===== config.mk =====
export PLATFORM = sky130hd
export DESIGN_NAME = fetch_decode_skid
export DESIGN_NICKNAME = d
export VERILOG_FILES = /design/src/rtl/fetch_decode_skid.sv
export SDC_FILE = /design/constraint.sdc
export NUM_CORES = 1
export LEC_CHECK = 0
export ABC_AREA = 1
export CAP_MARGIN = 15
export CELL_PAD_IN_SITES_DETAIL_PLACEMENT = 1
export CELL_PAD_IN_SITES_GLOBAL_PLACEMENT = 1
export CORE_ASPECT_RATIO = 1.2
export CORE_MARGIN = 3
export CORE_UTILIZATION = 33
export CTS_CLUSTER_SIZE = 28
export DETAILED_ROUTE_END_ITERATION = 12
export HOLD_SLACK_MARGIN = 0.05
export MAX_ROUTING_LAYER = met4
export PLACE_DENSITY = 0.86
export SETUP_SLACK_MARGIN = 0.5
export SLEW_MARGIN = 20
export SYNTH_ARGS = -nofsm -noshare
export SYNTH_HDL_FRONTEND = slang
export SYNTH_SLANG_ARGS = --single-unit

===== constraint.sdc =====
create_clock -name CLK -period 1.62 [get_ports CLK]
set_input_delay 0.405 -clock CLK [delete_from_list [all_inputs] [get_ports CLK]]
set_output_delay 0.405 -clock CLK [all_outputs]
set_load 0.05 [all_outputs]

===== src/rtl/fetch_decode_skid.sv =====
// fetch_decode_skid: DEPTH-entry FIFO buffering fetch packets for decode; registered-only f_ready.
// Optional FD_SKID_NOP_EN: present a NOP (addi x0,x0,0) on d_* while no entry is valid.
module fetch_decode_skid #(
    parameter int DEPTH  = 2,
    parameter int WORD_W = 32
) (
    input  logic              CLK,
    input  logic              nRST,
    input  logic              en,
    input  logic              flush,
    input  logic              f_valid,
    output logic              f_ready,
    input  logic [WORD_W-1:0] f_pc,
    input  logic [WORD_W-1:0] f_inst,
    input  logic              f_branch_predict,
    input  logic [WORD_W-1:0] f_branch_target,
    output logic              d_valid,
    input  logic              d_ready,
    output logic [WORD_W-1:0] d_pc,
    output logic [WORD_W-1:0] d_inst,
    output logic              d_branch_predict,
    output logic [WORD_W-1:0] d_branch_target
);
    localparam int PW = $clog2(DEPTH);
    localparam int CW = PW + 1;
    typedef struct packed {
        logic [WORD_W-1:0] pc;
        logic [WORD_W-1:0] inst;
        logic              bp;
        logic [WORD_W-1:0] bt;
    } entry_t;
    entry_t          mem [DEPTH];
    entry_t          head;
    logic [PW-1:0]   rd_ptr, wr_ptr;
    logic [CW-1:0]   count;
    logic            push, pop;
    assign f_ready = count < CW'(DEPTH);
    assign d_valid = count != '0;
    assign push    = en & f_valid & f_ready & ~flush;
    assign pop     = en & d_valid & d_ready & ~flush;
    assign head    = mem[rd_ptr];
    always_ff @(posedge CLK or negedge nRST) begin
        if (!nRST) begin
            count  <= '0;
            rd_ptr <= '0;
            wr_ptr <= '0;
            for (int i = 0; i < DEPTH; i++) mem[i] <= '0;
        end else if (flush) begin
            count  <= '0;
            rd_ptr <= '0;
            wr_ptr <= '0;
        end else begin
            if (push) begin
                mem[wr_ptr] <= '{pc: f_pc, inst: f_inst, bp: f_branch_predict, bt: f_branch_target};
                wr_ptr      <= wr_ptr + PW'(1);
            end
            if (pop) rd_ptr <= rd_ptr + PW'(1);
            count <= count + CW'(push) - CW'(pop);
        end
    end
`ifdef FD_SKID_NOP_EN
    assign d_pc             = d_valid ? head.pc : '0;
    assign d_inst           = d_valid ? head.inst : WORD_W'(32'h0000_0013);
    assign d_branch_predict = d_valid & head.bp;
    assign d_branch_target  = d_valid ? head.bt : '0;
`else
    assign d_pc             = head.pc;
    assign d_inst           = head.inst;
    assign d_branch_predict = head.bp;
    assign d_branch_target  = head.bt;
`endif
endmodule


After elaboration in Yosys (flattened, before gate mapping)
Cells that the tools add are included.
{"block": "op_classes", "addsub": 4, "order_cmp": 4, "n_mux": 11, "bitwise": 9, "n_reduce_logical": 5}
{"cell": "two-way mux 97 bit", "count": 4}
{"cell": "bitwise mux 194 bit", "count": 1}
{"cell": "demux 97 bit (select 1 bit)", "count": 1}
{"cell": "AND 1 bit", "count": 6}
{"cell": "nonzero test 2 bit", "count": 3}
{"cell": "greater-or-equal comparator 2 bit, second input constant", "count": 2}
{"cell": "two-way mux 1 bit", "count": 4}
{"cell": "NOT 1 -> 2 bit", "count": 2}
{"cell": "adder 1 bit, second input constant", "count": 2}
{"cell": "adder 2 x 1 -> 2 bit", "count": 1}
{"cell": "< comparator 2 x 1 -> 1 bit, second input constant", "count": 1}
{"cell": "< comparator 2 bit, second input constant", "count": 1}
{"cell": "two-way mux 2 bit", "count": 1}
{"cell": "AND reduction 2 bit", "count": 1}
{"cell": "subtractor 2 x 1 -> 2 bit", "count": 1}
{"cell": "logical AND 1 bit", "count": 1}
{"cell": "NOT 1 bit", "count": 1}
{"block": "totals", "reg_bits": 198, "input_bits": 103, "output_inout_bits": 99, "word_cells": 44}

Logic depth before layout (Yosys ltp)
Gate-level depths: netlist (run 1).
{"block": "depth", "word_depth": 6, "depth_mapped": 12, "depth_no_buf": 11}

Worst setup path before layout (run 1)
Ideal clock, no wire load.
{"block": "synth_timing", "path_kind": "flip-flop to output port", "from": "reg rd_ptr", "to": "out d_inst[28]", "t_arrival_ns": 1.447, "t_required_ns": 1.215, "setup_slack_ns": -0.232, "path_stages_with_launch": 7, "path_buffers": 3, "cell_sequence": "dfrtp_1 -> buf_2 -> inv_2 -> buf_2 -> buf_1 -> nand2_1 -> nand2_1"}
{"block": "synth_between", "elab_chain_len": 4}
{"item": "from (decl)", "line": "34", "rtl": "logic [PW-1:0] rd_ptr, wr_ptr;"}
{"item": "from (signal assigned)", "line": "57", "rtl": "if (pop) rd_ptr <= rd_ptr + PW'(1);"}
{"item": "NOT 1 -> 2 bit (implied by the code)", "line": "41", "rtl": "assign head = mem[rd_ptr];"}
{"item": "two-way mux 97 bit (implied by the code) (3 in a row)", "line": "41"}
{"item": "to (decl)", "line": "20", "rtl": "output logic [WORD_W-1:0] d_inst,"}
No other way between the ends. The select of a mux whose other input is x is not followed.

Worst setup path in the final report (run 1)
{"block": "layout_timing", "from": "reg rd_ptr", "to": "out d_pc[31]"}
{"block": "layout_between", "elab_chain_len": 4}
{"item": "NOT 1 -> 2 bit (implied by the code)", "line": "41"}
{"item": "two-way mux 97 bit (implied by the code) (3 in a row)", "line": "41"}
{"item": "to (decl)", "line": "19", "rtl": "output logic [WORD_W-1:0] d_pc,"}
No other way between the ends. The select of a mux whose other input is x is not followed.

==> metrics.yaml, run 1 <==
post-route-util_pct: 69.18
cp_slowest_stage_delay_ns: 0.58
numCtsBuffers: 17
crit_top_cell: "buf_12"
synth_area_per_cell_sq_um: 7.647
fin_ws_ns: -0.5580
status: "finished, violations left"
clkSlewWorstSetupHoldPaths_ns: 0.10
hpwlAfterDp_um: 23800
tns_ns: -66.83
yosys_warnings: 0
wl_per_cell_um: 32.08
failed_checks: "setup timing"
fp.dieW_um: 158.1
ys_top_cells_by_area: "dfrtp_1 (54%), nand2_1 (28%), nand4_1 (6.7%)"
rsz0062_at_grt: "yes"
ios: 202
cp_slowest_cell: "dfrtp_4"
cts_tree: "yes"
hold_viol_final: 0
min_period_over_period_pct: 134.4
cap_violations: 0
die_area_sq_mm: 0.02981
htreeDepth: 4
synth_top_area_share_pct: 54.08
antenna_found_initial: 2
criticalPathCategory: "reg -> out"
final_common_cell: "nand2_4"
drive_gt1_share_pct: 56.52
critPathRequiredTime_ns: 1.21
core_sq_mm: 0.02725
initial_utilization_pct: 33.62
critPathLaunchType: "flip-flop"
cp-endpoint: "d_pc[31]"
max_slew_margin_pct: 68.62
die_h_um: 188.5
grt_max_degree: 66
synth.yosys.seq_area_share_pct: 54.08
worst_slew_pin_slew_ns: 0.4707
p_per_area_mw_per_mm2: 1209
drcViolationCount: 0
fmax_mhz: 459.1
grt_pass1_wl_um: 66640
slew_violations: 0
power_leakage_nw: 8.855
cp_cell_sequence: "inv_12 > buf_12 > nand2_1 > nand2_4 > buf_12"
max-clock-path-buffers: 2
setup_viol: 273
hold_path.class: "in -> async"
area_growth_pct: 105.8
vias: 11153
place_congestion: 0.8093
worstSetupEndpointType: "primary output"
insertion_delay_ns: 0.47
r2r_slack_ns: -0.28
fin_worst_skew_ns: 0.02158
port_buffers: 201
cts.sink_count: 198
rr_worst_depth: 9
grt_util_met3_pct: 3.882
drt_first_pass_iters: 5
synth_cells: 1198
post_drt_via_cell_ratio: 6.118
root_buffer: "clkbuf_16"
critPathLaunch: "rd_ptr"
grt_pass1_vias: 11353
syn-num-nets: 1303
ir_worst_vdd_uv: 828.4
grt_use_met1_pct: 35.46
wirelength_um: 58480
rows: 66
pre_cts_ws_ns: -0.4793
nets: 1573
synth_cell_types: 15
power.total_mw: 22.79
worst-path-max-fanout: 13
drtAntennaViolNets: 0
worst-endpoint-arrival_ns: 1.77
top_usage_layer: "met2"
yosysTopAreaCell: "dfrtp_1"
r2r_start: "count[1]"
syn_area_sq_mm: 0.009161
grt_usage_pct: 30.07
mostFrequentLayoutCells: "nand2_4 (264), nand2_2 (227), dfrtp_1 (196)"
drtIter0Drc: 833
r2r_end: "count[1]"
fin_crit_ns: 2.178
met2_usage_pct: 51.57
ys_seq_elements: 198
overflow: 0
## flip-flops by register name, summed over array words and instances, names as in the netlist
register / flops
wr_ptr: 1
count: 2
mem: 194
rd_ptr: 1
## worst min path at each step
stage	endpoint	cells after the start
after global placement	mem[165]	1
after global routing	mem[166]	2
after detailed placement	mem[165]	1
final	mem[166]	2
after CTS	mem[165]	2
after floorplan	count[0]	0
## critical path: cells and delay by family, from the launching register on
family / cells / cell delay (ns)
simple gates: 2 / 0.25
buf+inv: 3 / 0.47
flops: 1 / 0.58
## what timing repair did
action                     in CTS  in global routing
hold endpoints to repair       29                  0
buffers inserted               19                 19
hold buffers                    1                  0
pin swaps                      14                 22
gates cloned                   27                 23
resized for setup             193                454
setup endpoints to repair     297                326
## cell type report
type                       count  area [sq um]
clock buffer                  20         456.7
clock inverter                12         110.1
antenna                        2         5.005
multi-input combinational    900          7211
timing repair inverter         1         8.758
fill                        2595          8399
tap                          340         425.4
sequential                   198          4960
timing repair buffer         341          5620
inverter                       9         55.05
## where the power goes
part	switching (mW)	internal, mW	leakage [nW]	total (mW)
Clock	2.42	2.12	0.279	4.54
Sequential	1.77	6.11	2.50	7.88
Combinational	5.65	4.72	6.07	10.4
## stage by stage
step | hold WS [ns] | cell area (sq um) | std cells
global placement | 0.3582 | 14510 | 1700
global route | 0.4756 | 18850 | 1823
detailed placement | 0.3622 | 14510 | 1700
finish | 0.4385 | 18850 | 1823
CTS | 0.4746 | 16630 | 1779
floorplan | 0.1094 | 10780 | 1198
## synth_stat cells
cell      number
nand3_2        1
clkbuf_1      47
o21ai_0        1
nand2_2        1
nand4_1       98
buf_2         34
buf_1         12
inv_1          7
ha_1           2
nor2_1         5
dfrtp_1      198
nor2_4         2
inv_2          2
nand3_1       98
nand2_1      690
## layer usage
metal  share of wire (%)  wire length [um]  up-vias
met5                   0                 0        -
met4                 7.4              4320        0
met3                 7.0              4093      320
met2                  52             30320      730
met1                  34             19750     5692
li1                    -                 -     4411
## cell families after synthesis
kind of cell             Yosys count  share of synthesized area [%]
AND/OR/NAND/NOR                  895                          40.95
buffers and inverters            102                          4.644
flip-flops                       198                          54.08
AO/OA/AOI/OAI                      1                        0.05458
adder cells (fa/ha/maj)            2                         0.2731
No activity file was read; power rests on OpenSTA's default activity.
==> run 2, diff against run 1 <==
SETUP_SLACK_MARGIN = not set   (was 0.5)
==> run 2 against run 1 <==
Net effect: highest routed layer unchanged; worst hold slack got worse by 0.065 ns; the run still ends with setup timing left; die area did not move; design area is 24% lower; cell count shrank 2.6%; critical endpoint is now d_branch_target[22]; largest cell class is now flip-flops and latches; non-clock buffer count fell by 42; clock-buffer cell count is 1 lower; combinational power is 33% lower.
==> metrics.yaml, run 2 (same netlist as run 1, synthesis figures left out) <==
htreeDepth: 4  # unchanged
area_growth_pct: 55.90
post_drt_via_cell_ratio: 5.407  # -12%
critPathLaunchType: "flip-flop"
pre_cts_ws_ns: -0.5513  # -0.07194 ns
initial_utilization_pct: 33.62  # unchanged
drtIter0Drc: 565  # -32%
slew_violations: 0  # unchanged
diodes: 0  # -2
grt_usage_pct: 23.53  # -6.5 points
worst-endpoint-arrival_ns: 1.67  # -0.10 ns
critPathRequiredTime_ns: 1.21  # about the same
hpwlAfterDp_um: 21400  # -10%
min_period_over_period_pct: 128.1  # -6.3 points
drtAntennaViolNets: 0  # unchanged
grt_pass1_vias: 10143  # -11%
grt_pass1_wl_um: 54050  # -19%
tns_ns: -39.83  # +27.00 ns
core_sq_mm: 0.02725  # unchanged
largest_register_ffs: 194  # unchanged
ir_worst_vdd_uv: 711.1  # -14%
drive_gt1_share_pct: 27.92  # -29 points
cts.sink_count: 198  # unchanged
power_leakage_nw: 7.331  # -17%
insertion_delay_ns: 0.45  # -0.02 ns
cp_slowest_stage_delay_ns: 0.53  # -0.05 ns
cts_tree: "yes"
max-clock-path-buffers: 2  # unchanged
mostFrequentLayoutCells: "nand2_1 (533), dfrtp_1 (195), nand2_2 (124)"
finalNonFillerCells: 1776  # -2.6%
fp.dieW_um: 158.1  # unchanged
worst-path-max-fanout: 9  # -4
rows: 66  # unchanged
worst_slew_pin_slew_ns: 0.5566  # +0.08590 ns
grt_max_degree: 56  # -15%
reg.largest.list: "mem (194), count (2)"
die_area_sq_mm: 0.02981  # unchanged
nets: 1528  # -2.9%
numCtsBuffers: 17  # unchanged
status: "finished, violations left"
seqCellArea_sq_mm: 0.004961  # about the same
die_h_um: 188.5  # unchanged
rsz0062_at_grt: "yes"
port_buffers: 201  # unchanged
placed_cells: 1715  # +0.88%
cap_violations: 0  # unchanged
hold_viol_final: 0  # unchanged
crit_top_cell: "nand2_2"
failed_checks: "setup timing"
setup_viol: 136  # -50%
p_per_area_mw_per_mm2: 1255  # +3.8%
overflow: 0  # unchanged
cp_slowest_cell: "dfrtp_4"
multi_input_area_sq_mm: 0.004392  # -39%
max_slew_margin_pct: 62.89  # -5.7 points
worstSetupEndpointType: "primary output"
clkSlewWorstSetupHoldPaths_ns: 0.08  # -0.02 ns
hold_path.class: "in -> reg"
place_congestion: 0.8036  # -0.70%
ios: 202  # unchanged
fin_worst_skew_ns: 0.01508  # -0.006503 ns
top_register: "mem"
fmax_mhz: 481.7  # +4.9%
fillerInstances: 3070  # +18%
drt_first_pass_iters: 7  # +2
final_common_cell: "nand2_1"
power.total_mw: 17.93  # -21%
wl_per_cell_um: 21.41  # -33%
drcViolationCount: 0  # unchanged
cp_cell_sequence: "buf_12 > clkbuf_16 > nand2_2 > nand2_2 > buf_8"
fin_crit_ns: 2.076  # -0.1021 ns
vias: 9603  # -14%
wirelength_um: 38020  # -35%
root_buffer: "clkbuf_16"
criticalPathCategory: "reg -> out"
fin_ws_ns: -0.4559  # +0.1021 ns
antenna_found_initial: 0  # -2
[run 2: cell types whose count changed in the layout (fill, tap and decap cells not counted), sizes merged, moves of 2 or more]
cell and change:
buf -35, clkbuf -6, inv -4, clkinvlp +3, bufbuf -2, diode -2
dlygate4sd2 -2
[run 2: per-stage QoR]
| stage | utilization [%] | cell area [sq um] | hold WS (ns) |
|---|---|---|---|
| global placement | 44.95 | 12250 | 0.4059 |
| detailed placement | 44.95 | 12250 | 0.4058 |
| finish | 52.41 | 14280 | 0.3731 |
| CTS | 49.62 | 13520 | 0.4758 |
| floorplan | - | 9525 | 0.1094 |
| global route | 52.41 | 14280 | 0.3836 |
[run 2: timing repair]
action                                  in CTS  in global routing
cloned                                       3                 16
hold endpoints to repair                    39                  0
gates resized for setup                    180                 88
endpoints found under the setup margin     101                119
setup buffers                                2                  7
hold buffers                                 1                  0
pin swaps                                    2                  6
[run 2: final cells by class]
class                   count  share of cell area, %
inverters                   9                 0.3592
repair buffers            299                  27.44
clock buffers              19                  3.031
clock inverters            13                 0.7096
multi-input cells         898                  30.75
well taps                 340                  2.979
flip-flops and latches    198                  34.74
[run 2: worst paths after layout]
check	start	to	slack [ns]	cells past startpoint
setup / recovery	rd_ptr	d_branch_target[22]	-0.46	5
hold / removal	en	wr_ptr	0.37	4
setup reg to reg	count[1]	mem[116]	-0.06	8
hold reg to reg	mem[187]	mem[187]	0.47	2
max in group asynchronous	nRST	mem[13]	0.51	3
min in group asynchronous	nRST	mem[114]	0.49	2
[run 2: routing by layer]
metal,track usage [%],part of all wire (%),vias to the layer above
li1,-,-,4299
met1,28.25,40,4860
met2,40.25,52,336
met3,3.515,4.2,108
met4,8.011,3.8,0
met5,-,0,-
[run 2: report_power, final]
group	internal, mW	total (mW)	switching (mW)
combinational	2.63	6.95	4.32
sequential	6.12	6.92	0.800
clock	1.99	4.06	2.07
total	10.7	17.9	7.19
[run 2: worst max-delay path, delay by kind of cell, from the launching register on]
| kind | cells | cell delay (ns) |
|---|---|---|
| buffers and inverters | 3 | 0.52 |
| flip-flops | 1 | 0.53 |
| AND/OR/NAND/NOR | 2 | 0.16 |
==> run 3, diff against run 2 <==
MAX_ROUTING_LAYER = not set   (was met4)
==> run 3 against run 2 <==
Net effect: the flow still finishes with violations (setup timing); first-iteration DRC count up 2.3%; worst hold slack improved by 0.0028 ns; clock skew about the same; die area unchanged; cell count is 0.11% higher; total power is 0.47% higher; design area up 0.81%; via count grew 0.19%; sequential cell count stayed put; non-clock buffer count up 2; critical path depth unchanged; critical endpoint is now d_branch_target[21]; highest routed layer unchanged.
==> metrics.yaml, run 3 (same netlist as run 1, synthesis figures left out) <==
insertion_delay_ns: 0.45  # about the same
initial_utilization_pct: 33.62  # unchanged
overflow: 0  # unchanged
grt_max_degree: 56  # unchanged
cts_tree: "yes"
drt_first_pass_iters: 5  # -2
cp_slowest_stage_delay_ns: 0.53  # about the same
numCtsBuffers: 17  # unchanged
grt_pass1_wl_um: 54080  # about the same
p_per_area_mw_per_mm2: 1251  # -0.34%
criticalPathCategory: "reg -> out"
worstSetupEndpointType: "primary output"
clkSlewWorstSetupHoldPaths_ns: 0.08  # about the same
top_register: "mem"
cp_cell_sequence: "clkinv_8 > buf_16 > nand2_1 > nand2_2 > buf_8"
drtAntennaViolNets: 0  # unchanged
ir_worst_vdd_uv: 703.8  # -1.0%
fin_ws_ns: -0.4646  # -0.008709 ns
die_area_sq_mm: 0.02981  # unchanged
crit_family: "flip-flops"
rr_worst_depth: 8  # unchanged
wirelength_um: 38490  # +1.2%
htreeDepth: 4  # unchanged
max_slew_margin_pct: 63.70  # +0.81 points
diodes: 0  # unchanged
post_drt_via_cell_ratio: 5.411  # about the same
hold_path.class: "in -> reg"
largest_register_ffs: 194  # unchanged
cp_slowest_cell: "dfrtp_4"
drtIter0Drc: 578  # +2.3%
die_h_um: 188.5  # unchanged
fin_crit_ns: 2.085  # +0.008709 ns
worstHoldPathCells: 4  # unchanged
pre_cts_ws_ns: -0.5513  # unchanged
final_common_cell: "nand2_1"
cts.sink_count: 198  # unchanged
min_period_over_period_pct: 128.7  # +0.54 points
core_sq_mm: 0.02725  # unchanged
wl_met2_um: 19960  # +0.29%
antenna_found_initial: 0  # unchanged
p_int_mw: 10.78  # +0.41%
area_growth_pct: 57.16
reg.largest.list: "mem (194), count (2)"
critPathRequiredTime_ns: 1.21  # about the same
setup_viol: 136  # unchanged
drcViolationCount: 0  # unchanged
worst-path-max-fanout: 17  # +8
p_sw_share_pct: 40.17  # about the same
rows: 66  # unchanged
r2r_slack_ns: -0.08  # -0.02 ns
maxUsedRoutingLayer: "met4"
ios: 202  # unchanged
cp.buffers_inverters: 3  # unchanged
rsz0062_at_grt: "yes"
vias: 9621  # +0.19%
slew_violations: 0  # unchanged
met1_length_um: 15140  # +0.33%
cap_violations: 0  # unchanged
grt_pass1_vias: 10152  # +0.089%
hold_viol_final: 0  # unchanged
mostFrequentLayoutCells: "nand2_1 (509), dfrtp_1 (195), nand2_2 (148)"
max-clock-path-buffers: 2  # unchanged
hpwlAfterDp_um: 21400  # unchanged
status: "finished, violations left"
failed_checks: "setup timing"
fin_worst_skew_ns: 0.01556  # +0.0004833 ns
place_congestion: 0.7923  # -1.4%
root_buffer: "clkbuf_16"
fmax_mhz: 479.7  # -0.42%
pwr-share-clk_pct: 22.5  # about the same
p_sw_mw: 7.234  # +0.56%
combPwrFrac_pct: 39.1  # +0.3 points
worst_slew_pin_slew_ns: 0.5444  # -0.01217 ns
r2r_end: "mem[173]"
power.total_mw: 18.01  # +0.47%
wl_per_cell_um: 21.65  # +1.1%
critPathLaunchType: "flip-flop"
port_buffers: 201  # unchanged
post-route-util_pct: 52.83  # +0.42 points
power_leakage_nw: 7.343  # +0.17%
worst-endpoint-arrival_ns: 1.68  # about the same
fp.dieW_um: 158.1  # unchanged
wl_met3_um: 1737  # +8.7%
holdWs_ns: 0.3759  # +0.002770 ns
grt_usage_pct: 22.85  # -0.68 points
nets: 1530  # +0.13%
drive_gt1_share_pct: 29.69  # +1.8 points
r2r_start: "count[1]"
min_from: "en"
p_seq_share_pct: 38.4  # -0.2 points
min_to: "wr_ptr"
==> run 3: cell types whose count changed in the layout (fill, tap and decap cells not counted) <==
cell	before	now
nand2_1	533	509
nand2_2	124	148
buf_4	33	31
buf_6	55	57
buf_12	33	32
buf_16	7	8
buf_8	54	55
clkbuf_16	31	32
==> run 3: timing repair <==
item | 4_1_cts | 5_1_grt
endpoints found under the hold margin | 39 | 0
hold buffers | 1 | 0
buffers inserted | 2 | 7
pin swaps | 2 | 9
gates cloned | 3 | 18
setup endpoints to repair | 101 | 120
gates resized for setup | 180 | 116
==> run 3: worst reg2reg max path: stages (launching register included) <==
cell     delay [ns]
dfrtp_2        0.46
buf_6          0.14
nor2_4         0.18
buf_12         0.15
nand3_4        0.09
buf_12         0.18
buf_16         0.15
nand2_1        0.10
nand2_1        0.11
==> run 3: how the worst max path moves through the flow <==
stage / startpoint / end / cells past startpoint
final: rd_ptr / d_branch_target[21] / 5
after global routing: rd_ptr / d_branch_target[21] / 5
after CTS: rd_ptr / d_inst[1] / 5
after detailed placement: en / count[0] / 10
after global placement: en / count[0] / 10
after floorplan: en / count[0] / 10
==> run 3: stage by stage <==
| step | instance area, sq um | setup TNS, ns | std cells |
|---|---|---|---|
| 4_1_cts | 13520 | -39.25 | 1753 |
| 6_report | 14400 | -39.56 | 1778 |
| 5_1_grt | 14400 | -48.35 | 1778 |
| 2_1_floorplan | 9525 | -0.04798 | 1198 |
| 3_3_place_gp | 12250 | -54.57 | 1715 |
| 3_5_place_dp | 12250 | -62.27 | 1715 |
==> run 3: routing by layer <==
metal	up-vias	track usage [%]
met5	-	0
met4	0	8.309
met3	110	3.400
met2	350	40.29
met1	4854	28.12
li1	4307	-
==> run 3: power groups by stage <==
stage                     Clock [mW]  Combinational (mW)  Sequential (mW)
after global routing            4.36                7.47             7.06
after global placement             0                5.70             6.77
after detailed placement           0                5.86             6.84
after CTS                       4.12                6.59             6.79
after floorplan                    0                3.87             6.66
final                           4.05                7.04             6.92
==> run 3: final cells by class <==
class,instances,area [sq um]
Fill cell,3057,12850
Sequential cell,198,4961
Multi-Input combinational cell,898,4452
Timing Repair Buffer,301,3974
Clock buffer,19,432.9
Tap cell,340,425.4
Clock inverter,13,101.3
Inverter,9,51.30
